==> src/rtl/fft_peak_detect.sv <==
// fft_peak_detect
//   Sits behind the FFT core. On a rising edge of fft_done it reads every
//   positive-frequency bin back from the core's result RAM, computes
//   |re| + |im| for each one and keeps the largest. When the sweep is over it
//   reports the winning bin and its magnitude with a one-cycle pulse.
//
//   Optional feature macro: PEAK_THRESH_EN
//     When defined, a magnitude threshold input is added. A peak below the
//     threshold is reported as bin 0 / mag 0 with peak_found low.
//
// Ports
//   clk         in   system clock
//   reset       in   asynchronous, active-low reset
//   fft_done    in   FFT core results valid; a rising edge starts a sweep
//   dout        in   FFT result {real, imag}, each BIT_WIDTH signed
//   mag_thresh  in   (PEAK_THRESH_EN) minimum magnitude counted as a peak
//   add_rd      out  bin read address to the FFT core
//   busy        out  high while sweeping, draining or reporting
//   peak_valid  out  one-cycle pulse when peak_bin/peak_mag are updated
//   peak_bin    out  index of the largest-magnitude bin
//   peak_mag    out  |re| + |im| of that bin, unsigned
//   peak_found  out  (PEAK_THRESH_EN) peak met the threshold

module fft_peak_detect #(
    parameter int BIT_WIDTH = 16,
    parameter int N         = 9,
    parameter int RD_LAT    = 1,
    parameter int SKIP_DC   = 1
) (
    input  logic                   clk,
    input  logic                   reset,
    input  logic                   fft_done,
    input  logic [2*BIT_WIDTH-1:0] dout,
`ifdef PEAK_THRESH_EN
    input  logic [BIT_WIDTH:0]     mag_thresh,
    output logic                   peak_found,
`endif
    output logic [N-1:0]           add_rd,
    output logic                   busy,
    output logic                   peak_valid,
    output logic [N-2:0]           peak_bin,
    output logic [BIT_WIDTH:0]     peak_mag
);

    localparam logic [N-1:0] FIRST_ADDR = N'(SKIP_DC);
    localparam logic [N-1:0] LAST_ADDR  = N'((1 << (N - 1)) - 1);
    localparam logic [N-2:0] FIRST_BIN  = (N - 1)'(SKIP_DC);
    // DRAIN covers the RAM read latency plus the two datapath stages.
    localparam int           DRAIN_W    = $clog2(RD_LAT + 2);
    localparam logic [DRAIN_W-1:0] DRAIN_LAST = DRAIN_W'(RD_LAT + 1);

    typedef enum logic [1:0] {
        IDLE   = 2'd0,
        SWEEP  = 2'd1,
        DRAIN  = 2'd2,
        REPORT = 2'd3
    } state_t;

    state_t state, state_nxt;

    logic               done_q;
    logic               done_rise;
    logic               start;
    logic               load;
    logic [DRAIN_W-1:0] drain_cnt;

    // Bin tag / valid shift register lining each address up with its dout
    logic [N-2:0]       tag_d [RD_LAT];
    logic [RD_LAT-1:0]  vld_d;

    logic signed [BIT_WIDTH-1:0] re_in;
    logic signed [BIT_WIDTH-1:0] im_in;

    logic [BIT_WIDTH-1:0] re_abs_p1;
    logic [BIT_WIDTH-1:0] im_abs_p1;
    logic [N-2:0]         bin_p1;
    logic                 vld_p1;

    logic [BIT_WIDTH:0]   mag_p2;
    logic [N-2:0]         bin_p2;
    logic                 vld_p2;

    logic [BIT_WIDTH:0]   max_mag;
    logic [N-2:0]         max_bin;
    logic                 upd;
    logic [BIT_WIDTH:0]   best_mag;
    logic [N-2:0]         best_bin;

    // Two's complement magnitude; the most negative value maps to 2^(BW-1),
    // which still fits in BW unsigned bits, so no saturation is needed.
    function automatic logic [BIT_WIDTH-1:0] abs_u(input logic signed [BIT_WIDTH-1:0] x);
        logic [BIT_WIDTH-1:0] u;
        u = x;
        return x[BIT_WIDTH-1] ? (~u + BIT_WIDTH'(1)) : u;
    endfunction

    assign re_in     = dout[2*BIT_WIDTH-1:BIT_WIDTH];
    assign im_in     = dout[BIT_WIDTH-1:0];
    assign done_rise = fft_done & ~done_q;

    // Strictly greater keeps the lowest bin on ties. The best-of view lets the
    // report capture the final bin in the same edge it leaves stage 2.
    assign upd      = vld_p2 && (mag_p2 > max_mag);
    assign best_mag = upd ? mag_p2 : max_mag;
    assign best_bin = upd ? bin_p2 : max_bin;

    always_ff @(posedge clk or negedge reset) begin
        if (!reset) begin
            state <= IDLE;
        end else begin
            state <= state_nxt;
        end
    end

    always_comb begin
        state_nxt  = state;
        busy       = 1'b0;
        peak_valid = 1'b0;
        start      = 1'b0;
        load       = 1'b0;
        case (state)
            IDLE: begin
                if (done_rise) begin
                    state_nxt = SWEEP;
                    start     = 1'b1;
                end
            end
            SWEEP: begin
                busy = 1'b1;
                if (add_rd == LAST_ADDR) begin
                    state_nxt = DRAIN;
                end
            end
            DRAIN: begin
                busy = 1'b1;
                if (drain_cnt == DRAIN_LAST) begin
                    state_nxt = REPORT;
                    load      = 1'b1;
                end
            end
            REPORT: begin
                busy       = 1'b1;
                peak_valid = 1'b1;
                state_nxt  = IDLE;
            end
            default: state_nxt = IDLE;
        endcase
    end

    always_ff @(posedge clk or negedge reset) begin
        if (!reset) begin
            done_q     <= 1'b0;
            add_rd     <= '0;
            drain_cnt  <= '0;
            vld_d      <= '0;
            vld_p1     <= 1'b0;
            vld_p2     <= 1'b0;
            max_mag    <= '0;
            max_bin    <= '0;
            peak_bin   <= '0;
            peak_mag   <= '0;
`ifdef PEAK_THRESH_EN
            peak_found <= 1'b0;
`endif
        end else begin
            done_q <= fft_done;

            case (state)
                IDLE:    add_rd <= start ? FIRST_ADDR : '0;
                SWEEP:   if (add_rd != LAST_ADDR) add_rd <= add_rd + N'(1);
                REPORT:  add_rd <= '0;
                default: add_rd <= add_rd;
            endcase

            drain_cnt <= (state == DRAIN) ? drain_cnt + DRAIN_W'(1) : '0;

            vld_d[0] <= (state == SWEEP);
            for (int i = 1; i < RD_LAT; i++) begin
                vld_d[i] <= vld_d[i-1];
            end
            vld_p1 <= vld_d[RD_LAT-1];
            vld_p2 <= vld_p1;

            if (start) begin
                max_mag <= '0;
                max_bin <= FIRST_BIN;
            end else if (upd) begin
                max_mag <= mag_p2;
                max_bin <= bin_p2;
            end

            if (load) begin
`ifdef PEAK_THRESH_EN
                if (best_mag >= mag_thresh) begin
                    peak_found <= 1'b1;
                    peak_bin   <= best_bin;
                    peak_mag   <= best_mag;
                end else begin
                    peak_found <= 1'b0;
                    peak_bin   <= '0;
                    peak_mag   <= '0;
                end
`else
                peak_bin <= best_bin;
                peak_mag <= best_mag;
`endif
            end
        end
    end

    always_ff @(posedge clk) begin
        tag_d[0] <= add_rd[N-2:0];
        for (int i = 1; i < RD_LAT; i++) begin
            tag_d[i] <= tag_d[i-1];
        end

        // ---- stage 1: component magnitudes ----
        re_abs_p1 <= abs_u(re_in);
        im_abs_p1 <= abs_u(im_in);
        bin_p1    <= tag_d[RD_LAT-1];

        // ---- stage 2: L1 magnitude ----
        mag_p2 <= {1'b0, re_abs_p1} + {1'b0, im_abs_p1};
        bin_p2 <= bin_p1;
    end

endmodule

==> config.mk <==
export PLATFORM = sky130hd
export DESIGN_NAME = fft_peak_detect
export DESIGN_NICKNAME = d
export VERILOG_FILES = /design/src/rtl/fft_peak_detect.sv
export SDC_FILE = /design/constraint.sdc
export NUM_CORES = 1
export LEC_CHECK = 0
export ABC_AREA = 0
export CAP_MARGIN = 30
export CORE_ASPECT_RATIO = 1.1
export CORE_MARGIN = 2
export CORE_UTILIZATION = 50
export DETAILED_ROUTE_END_ITERATION = 6
export HOLD_SLACK_MARGIN = 0.06
export PLACE_DENSITY = 0.76
export SETUP_SLACK_MARGIN = 0.02
export SLEW_MARGIN = 20
export SYNTH_ARGS = -nofsm -noshare
export SYNTH_HDL_FRONTEND = slang
export SYNTH_SLANG_ARGS = --single-unit
export TNS_END_PERCENT = 20
==> constraint.sdc <==
create_clock -name clk -period 3.1 [get_ports clk]
set_input_delay 0.93 -clock clk [delete_from_list [all_inputs] [get_ports clk]]
set_output_delay 0.93 -clock clk [all_outputs]
set_load 0.02 [all_outputs]
==> results.rst, run 1 <==
.. list-table::
   :header-rows: 1

   * - Metric
     - Value
   * - Full die area
     - 0.0131 mm²
   * - Hold violation total from the final report
     - 0
   * - Internal power summed over all cells
     - roughly 4.4 mW
   * - Max Clock Skew
     - 0.00745 ns
   * - Sum of routed wire length over all layers
     - 12.3 mm
   * - Synth area leader
     - sky130_fd_sc_hd__dfrtp_1
   * - Clock edge transition at the registers on the reported setup and hold paths
     - 0.06 ns
   * - Slew at the pin closest to its max-slew limit
     - 0.908 ns
   * - Leakage component of the power
     - 3.30 nW
   * - Number of warnings issued by yosys
     - 0
   * - Clk root buf
     - sky130_fd_sc_hd__clkbuf_16
   * - Reg-to-Reg Start
     - max_mag[15]
   * - Synthesized net count
     - 637
   * - Weighted congestion at the end of routability-driven global placement
     - 0.844
   * - Clock Latency Late Sink
     - 0.41 ns
   * - IR Drop Worst-Case VDD
     - 0.000362 V
   * - Portion of total power attributed to sequential cells
     - approximately two fifths
   * - Average routed wire per standard cell
     - 15.2 µm
   * - Layout overhead on the synthesized area
     - 25.2%
   * - Biggest fanout along the worst timing path
     - 14
   * - Top FF cell, synth
     - sky130_fd_sc_hd__dfxtp_1
   * - Critical Path Source
     - max_mag[15]
   * - Global-route congestion overflow total
     - 0
   * - Total Negative Setup Slacks
     - 0 ns
   * - Hold path startpoint
     - tag_d[0][4]
   * - Final setup viols
     - 0
   * - Synthesized area divided by synthesized cell count
     - 10.9 µm²
   * - Slew headroom
     - 39.2%
   * - Slowest stage cell, crit path
     - sky130_fd_sc_hd__nor3_2
   * - Number of gates resized after CTS
     - 0
   * - Number of buffer and inverter instances along the worst setup path
     - 2
   * - Global-route wire length before repair
     - 21.1 mm
   * - Clock tree from TritonCTS
     - yes
   * - Top post-synthesis cells by area
     - sky130_fd_sc_hd__dfrtp_1, sky130_fd_sc_hd__dfxtp_1, sky130_fd_sc_hd__ha_1, sky130_fd_sc_hd__xnor2_1, sky130_fd_sc_hd__a221o_1
   * - Inserted Clock Buffers
     - 17
   * - Overall die height
     - 120 µm
   * - Quantity of hold-fixing buffers added after cts
     - 0
   * - Number of setup buffers added after CTS
     - 0
   * - Count of buffers from port buffering
     - 70
   * - Syn Inst Count
     - 559
   * - Rows
     - 42
   * - CP max stage delay
     - 0.75 ns
   * - Netlist area before placement
     - 0.00609 mm²
   * - DIE WIDTH
     - 109 µm
   * - Iter 0 DRT Violations
     - 228
   * - I/O pins
     - about 70
   * - Sink Count
     - 140
   * - Share of async-settable or async-resettable flops after synthesis
     - 47.9%
   * - Crit-path cells
     - inv_1, ha_1, and4_1, nand3_1, a31o_1, and3_1, nor3_2, buf_4, a221o_1
   * - Hpwl dp
     - 8.57 mm
   * - Net count, final
     - ~700
   * - Max Buffers Root-to-Sink
     - 2
   * - Residual DRC count
     - 0
   * - Worst hold slack after final layout
     - around 0.32 ns
   * - Vias in the first global route
     - 4542
   * - Deepest level of the CTS H-tree
     - 4
   * - Data required time at the worst endpoint
     - 3.44 ns
   * - Kind of end point of the critical path
     - register
   * - Tmin final
     - 2.89 ns
   * - Net load switching power
     - between 1.5 and 2 mW
   * - Number of optimization iterations in the first detailed-route pass
     - 4
   * - Worst Path Arrival
     - 3.24 ns
   * - Share of cells above drive strength 1
     - 7.34%
   * - Switching Share
     - 31.0%
   * - Worst min-delay path class
     - reg -> reg
   * - Distinct cell type count after synthesis
     - 55
   * - Setup repair after global routing missed its margin
     - false
   * - Share of total power in combinational logic
     - between 20% and 30%
   * - Number of diodes
     - 0
   * - Setup CP Type
     - reg -> reg
   * - Area of the placeable core
     - 0.0120 mm²
   * - Global-route usage over all layers
     - 20.5%
   * - Pins Over Slew Limit
     - 0
   * - Fmax
     - 0.346 GHz
   * - Run status
     - completed
   * - Top Family by Delay on Critical Path
     - simple AND/OR/NAND/NOR gates
   * - Ratio of final minimum period to clock period
     - between 90 and 100%
   * - Initial antenna violation count
     - 0
   * - FF+latch count, synth
     - 140
   * - Power per cell area
     - about 840 mW/mm²
   * - Fraction of power consumed by the clock network
     - 31.9%
   * - Most common cell after layout, fill and taps aside
     - sky130_fd_sc_hd__dfxtp_1
   * - Routed vias/inst
     - 5.41
   * - Vias
     - 4370
   * - Post-DRT Antenna Nets
     - 0
   * - Initial core utilization
     - 50.8%
   * - Yosys top cell area share
     - 27.5%
   * - EDFF count, synth
     - 0
   * - Reported max-cap violation count
     - 0
   * - Pin count of the biggest net entering global routing
     - 36
   * - Category of the worst setup path launch point
     - register
   * - Commonest cells after routing, fill and taps aside
     - sky130_fd_sc_hd__dfxtp_1, sky130_fd_sc_hd__clkdlybuf4s50_1, sky130_fd_sc_hd__dfrtp_1, sky130_fd_sc_hd__ha_1, sky130_fd_sc_hd__nor2_1
   * - Sequential cell area fraction in the yosys report
     - 51.6%
final timing paths:
check | endpoint | slack (ns) | cells past startpoint
worst max-delay path | peak_bin[4] | 0.21 | 9
worst min-delay path | bin_p1[4] | 0.32 | 0
worst max register to register | peak_bin[4] | 0.21 | 9
worst min register to register | bin_p1[4] | 0.32 | 0
max in group asynchronous | add_rd[7] | 1.85 | 2
min in group asynchronous | peak_bin[7] | 0.60 | 1
power by group through the flow:
stage / logic (mW) / registers (mW) / clock network (mW)
after floorplan: 1.22 / 2.52 / 0
after global placement: 1.79 / 2.49 / 0
after detailed placement: 1.86 / 2.50 / 0
after CTS: 1.89 / 2.48 / 2.09
after global routing: 2.10 / 2.52 / 2.18
final: 1.88 / 2.48 / 2.05
cell families (layout without fill, tap and decap cells):
logic type / after synthesis / count (layout) / synth area share [%]
AND/OR/NAND/NOR: 139 / 139 / 12.1
AO/OA/AOI/OAI: 121 / 121 / 14.2
XOR/XNOR: 41 / 41 / 5.90
buffers and inverters: 51 / 146 / 3.33
adder cells (fa/ha/maj): 43 / 43 / 8.96
flip-flops: 140 / 140 / 51.6
multiplexers: 24 / 24 / 3.95
synth_stat cells (2+ instances only):
library cell               instances
sky130_fd_sc_hd__dfxtp_1          73
sky130_fd_sc_hd__dfrtp_1          67
sky130_fd_sc_hd__ha_1             42
sky130_fd_sc_hd__nor2_1           39
sky130_fd_sc_hd__inv_1            36
sky130_fd_sc_hd__xnor2_1          35
sky130_fd_sc_hd__nand2_1          29
sky130_fd_sc_hd__o21ai_0          28
sky130_fd_sc_hd__a221o_1          25
sky130_fd_sc_hd__and2_1           25
sky130_fd_sc_hd__mux2i_1          24
sky130_fd_sc_hd__a21oi_1          23
sky130_fd_sc_hd__clkbuf_1          8
sky130_fd_sc_hd__o31ai_1           8
sky130_fd_sc_hd__buf_2             6
sky130_fd_sc_hd__nand3_1           6
sky130_fd_sc_hd__or3_1             6
sky130_fd_sc_hd__xor2_1            6
sky130_fd_sc_hd__a21o_1            5
sky130_fd_sc_hd__nand4_1           5
sky130_fd_sc_hd__nor2b_1           5
sky130_fd_sc_hd__a211oi_1          4
sky130_fd_sc_hd__and3_1            4
sky130_fd_sc_hd__nand2b_1          4
sky130_fd_sc_hd__o21a_1            4
sky130_fd_sc_hd__o41ai_1           4
sky130_fd_sc_hd__a21boi_0          3
sky130_fd_sc_hd__and4_1            3
sky130_fd_sc_hd__o21bai_1          3
sky130_fd_sc_hd__nor3_1            2
sky130_fd_sc_hd__o21ai_1           2
sky130_fd_sc_hd__or4_4             2
layout make-up:
class | count | area (µm²)
multi-input combinational | 368 | 2760
tap | 154 | 193
sequential | 140 | 3140
clock buffer | 22 | 474
clock inverter | 10 | 139
fill | 924 | 4360
timing repair buffer | 78 | 781
inverter | 36 | 135
metrics by stage:
step	cells	setup WS, ns	util (%)	power [mW]	instance area, µm²
floorplan	559	0.623	-	3.74	6090
global placement	776	0.107	58.5	4.28	7010
detailed placement	776	0.0646	58.5	4.37	7010
CTS	808	0.188	63.6	6.45	7620
global route	808	0.0289	63.6	6.80	7620
finish	808	0.208	63.6	6.41	7620
layer usage:
layer / part of all wire, % / global-route usage (%) / wire (µm)
met1: 44 / 25.2 / 5400
met2: 51 / 35.4 / 6240
met3: 3.8 / 5.27 / 469
met4: 1.3 / 5.62 / 156
met5: 0 / 0 / 0
state kept, by name, summed over array words and instances, names as in the netlist, 2 cells and up:
signal	flops
peak_bin	8
state	2
im_abs_p1	16
bin_p2	8
max_bin	8
tag_d	8
add_rd	9
re_abs_p1	16
drain_cnt	2
mag_p2	17
max_mag	17
bin_p1	8
peak_mag	17
(Power assumes the default switching activity.)
==> run 2, diff against run 1 <==
Settings changed: PLACE_DENSITY 0.76 to 0.84.
==> results.rst, run 2 (same netlist as run 1, synthesis figures left out) <==
.. list-table::
   :header-rows: 1

   * - Metric
     - Value
   * - Inserted Clock Buffers
     - 17 (unchanged)
   * - Clock tree from TritonCTS
     - yes (unchanged)
   * - Setup repair after global routing missed its margin
     - false (unchanged)
   * - Number of gates resized after CTS
     - 0 (unchanged)
   * - Final setup viols
     - 0 (unchanged)
   * - Hold violation total from the final report
     - 0 (unchanged)
   * - Global-route wire length before repair
     - 21.4 mm (was 21.1 mm)
   * - End of the critical path
     - busy (was peak_bin[4])
   * - Flop-to-flop setup slack
     - 0.36 ns (was 0.21 ns)
   * - Non-filler instance count after layout
     - 809 (was 808)
   * - Category of the worst setup path launch point
     - register (unchanged)
   * - Slew at the pin closest to its max-slew limit
     - 0.609 ns (was 0.908 ns)
   * - Rows
     - 42 (unchanged)
   * - Setup CP Type
     - reg -> out (was reg -> reg)
   * - Share of cells above drive strength 1
     - 7.79% (was 7.34%)
   * - Quantity of hold-fixing buffers added after cts
     - 0 (unchanged)
   * - Average routed wire per standard cell
     - 15.7 µm (was 15.2 µm)
   * - Met3 WL post-DR
     - 487 µm (was 469 µm)
   * - Number of optimization iterations in the first detailed-route pass
     - 5 (was 4)
   * - Slew headroom
     - 59.4% (was 39.2%)
   * - Number of setup buffers added after CTS
     - 0 (unchanged)
   * - Worst flop-to-flop path endpoint
     - max_mag[16] (was peak_bin[4])
   * - Layout overhead on the synthesized area
     - 24.5% (was 25.2%)
   * - Max Buffers Root-to-Sink
     - 2 (unchanged)
   * - Highest Signal Layer
     - met4 (unchanged)
   * - Initial core utilization
     - 50.8% (unchanged)
   * - Utilization after layout
     - 63.2% (was 63.6%)
   * - Number of cells on the worst hold path
     - 0 (unchanged)
   * - Clock Latency Late Sink
     - 0.42 ns (was 0.41 ns)
   * - Fmax
     - 0.362 GHz (was 0.346 GHz)
   * - Pins Over Slew Limit
     - 0 (unchanged)
   * - Biggest fanout along the worst timing path
     - 4 (was 14)
   * - Worst Path Arrival
     - 1.83 ns (was 3.24 ns)
   * - Sink Count
     - 140 (unchanged)
   * - Most common cell after layout, fill and taps aside
     - sky130_fd_sc_hd__dfxtp_1 (unchanged)
   * - Routed vias/inst
     - 5.46 (was 5.41)
   * - I/O pins
     - 71 (unchanged)
   * - Full die area
     - 0.0131 mm² (unchanged)
   * - Tmin final
     - 2.76 ns (was 2.89 ns)
   * - Vias
     - 4415 (was 4370)
   * - Post-DRT Antenna Nets
     - 0 (unchanged)
   * - Area of the placeable core
     - 0.0120 mm² (unchanged)
   * - Ratio of final minimum period to clock period
     - 89.1% (was 93.3%)
   * - Pin count of the biggest net entering global routing
     - 45 (was 36)
   * - Total Negative Setup Slacks
     - 0 ns (unchanged)
   * - Hpwl dp
     - 8.89 mm (was 8.57 mm)
   * - Reg-to-Reg Start
     - max_mag[15] (unchanged)
   * - Initial antenna violation count
     - 0 (unchanged)
   * - Critical Path Source
     - state[0] (was max_mag[15])
   * - Kind of end point of the critical path
     - output port (was register)
   * - Data required time at the worst endpoint
     - 2.17 ns (was 3.44 ns)
   * - Placed Cells
     - 777 (was 776)
   * - Global-route usage over all layers
     - 20.8% (was 20.5%)
   * - IR Drop Worst-Case VDD
     - 0.000357 V (was 0.000362 V)
   * - Sum of routed wire length over all layers
     - 12.7 mm (was 12.3 mm)
   * - Commonest cells after routing, fill and taps aside
     - sky130_fd_sc_hd__dfxtp_1, sky130_fd_sc_hd__clkdlybuf4s50_1, sky130_fd_sc_hd__dfrtp_1, sky130_fd_sc_hd__ha_1, sky130_fd_sc_hd__nor2_1 (unchanged)
   * - DIE WIDTH
     - 109 µm (unchanged)
   * - Registers with the most flip-flops
     - mag_p2 x17, max_mag x17, peak_mag x17 (unchanged)
   * - Leakage component of the power
     - 3.30 nW (about the same)
   * - Deepest level of the CTS H-tree
     - 4 (unchanged)
   * - Overall die height
     - 120 µm (unchanged)
   * - Reported max-cap violation count
     - 0 (unchanged)
   * - Net count, final
     - 720 (was 719)
   * - Met1 wire length
     - 5.54 mm (was 5.40 mm)
   * - Fill count
     - 902 (was 924)
   * - Routed wl met2
     - 6.43 mm (was 6.24 mm)
   * - Global-route congestion overflow total
     - 0 (unchanged)
   * - Residual DRC count
     - 0 (unchanged)
   * - Power per cell area
     - 832 mW/mm² (was 840 mW/mm²)
   * - Worst min-delay path class
     - reg -> reg (unchanged)
   * - Max Clock Skew
     - 0.00635 ns (was 0.00745 ns)
   * - Vias in the first global route
     - 4601 (was 4542)
   * - FF-to-FF path depth
     - 9 (unchanged)
   * - Weighted congestion at the end of routability-driven global placement
     - 0.860 (was 0.844)
   * - Clk root buf
     - sky130_fd_sc_hd__clkbuf_16 (unchanged)
   * - Count of buffers from port buffering
     - 70 (unchanged)
   * - Number of diodes
     - 0 (unchanged)
   * - Run status
     - completed (unchanged)
   * - Clock edge transition at the registers on the reported setup and hold paths
     - 0.06 ns (about the same)
   * - Iter 0 DRT Violations
     - 224 (was 228)
run 2: how the worst min path moves through the flow:
stage / from / endpoint / slack [ns]
detailed placement: bin_p1[1] / bin_p2[1] / 0.31
finish: tag_d[0][5] / bin_p1[5] / 0.32
CTS: tag_d[0][5] / bin_p1[5] / 0.32
global route: tag_d[0][5] / bin_p1[5] / 0.32
floorplan: tag_d[0][0] / bin_p1[0] / 0.31
global placement: bin_p1[5] / bin_p2[5] / 0.31
run 2: per-stage QoR:
step                      setup WS [ns]  hold slack, ns  power [mW]  instance area [µm²]
after floorplan                   0.623           0.310        3.74                 6090
after global placement            0.115           0.311        4.27                 7000
after detailed placement         0.0161           0.313        4.37                 7000
after CTS                         0.319           0.319        6.35                 7580
after global routing              0.198           0.323        6.70                 7580
final                             0.337           0.320        6.31                 7580
run 2: layout make-up:
cell class                 count  area, µm²  area share, %
multi-input combinational    368       2760           36.4
timing repair buffer          79        776           10.2
inverter                      36        135           1.78
sequential                   140       3140           41.4
clock inverter                14        123           1.62
tap                          154        193           2.54
clock buffer                  18        450           5.95
run 2: critical path: stages, from the launching register on:
cell                              delay (ns)
sky130_fd_sc_hd__dfrtp_1                0.41
sky130_fd_sc_hd__inv_1                  0.08
sky130_fd_sc_hd__ha_1                   0.23
sky130_fd_sc_hd__inv_1                  0.09
sky130_fd_sc_hd__clkdlybuf4s50_1        0.61
run 2: where the power goes:
group | total (mW) | leakage [nW] | switching (mW) | internal [mW]
clock | 1.93 | 0.284 | 0.827 | 1.10
combinational | 1.90 | 1.52 | 1.01 | 0.885
sequential | 2.48 | 1.50 | 0.273 | 2.21
total | 6.31 | 3.30 | 2.11 | 4.19
run 2: metal layers:
metal  up-vias  track usage [%]
li1       2145                -
met1      2129             25.4
met2       121             35.6
met3        20             5.00
met4         0             7.59
met5         -                0
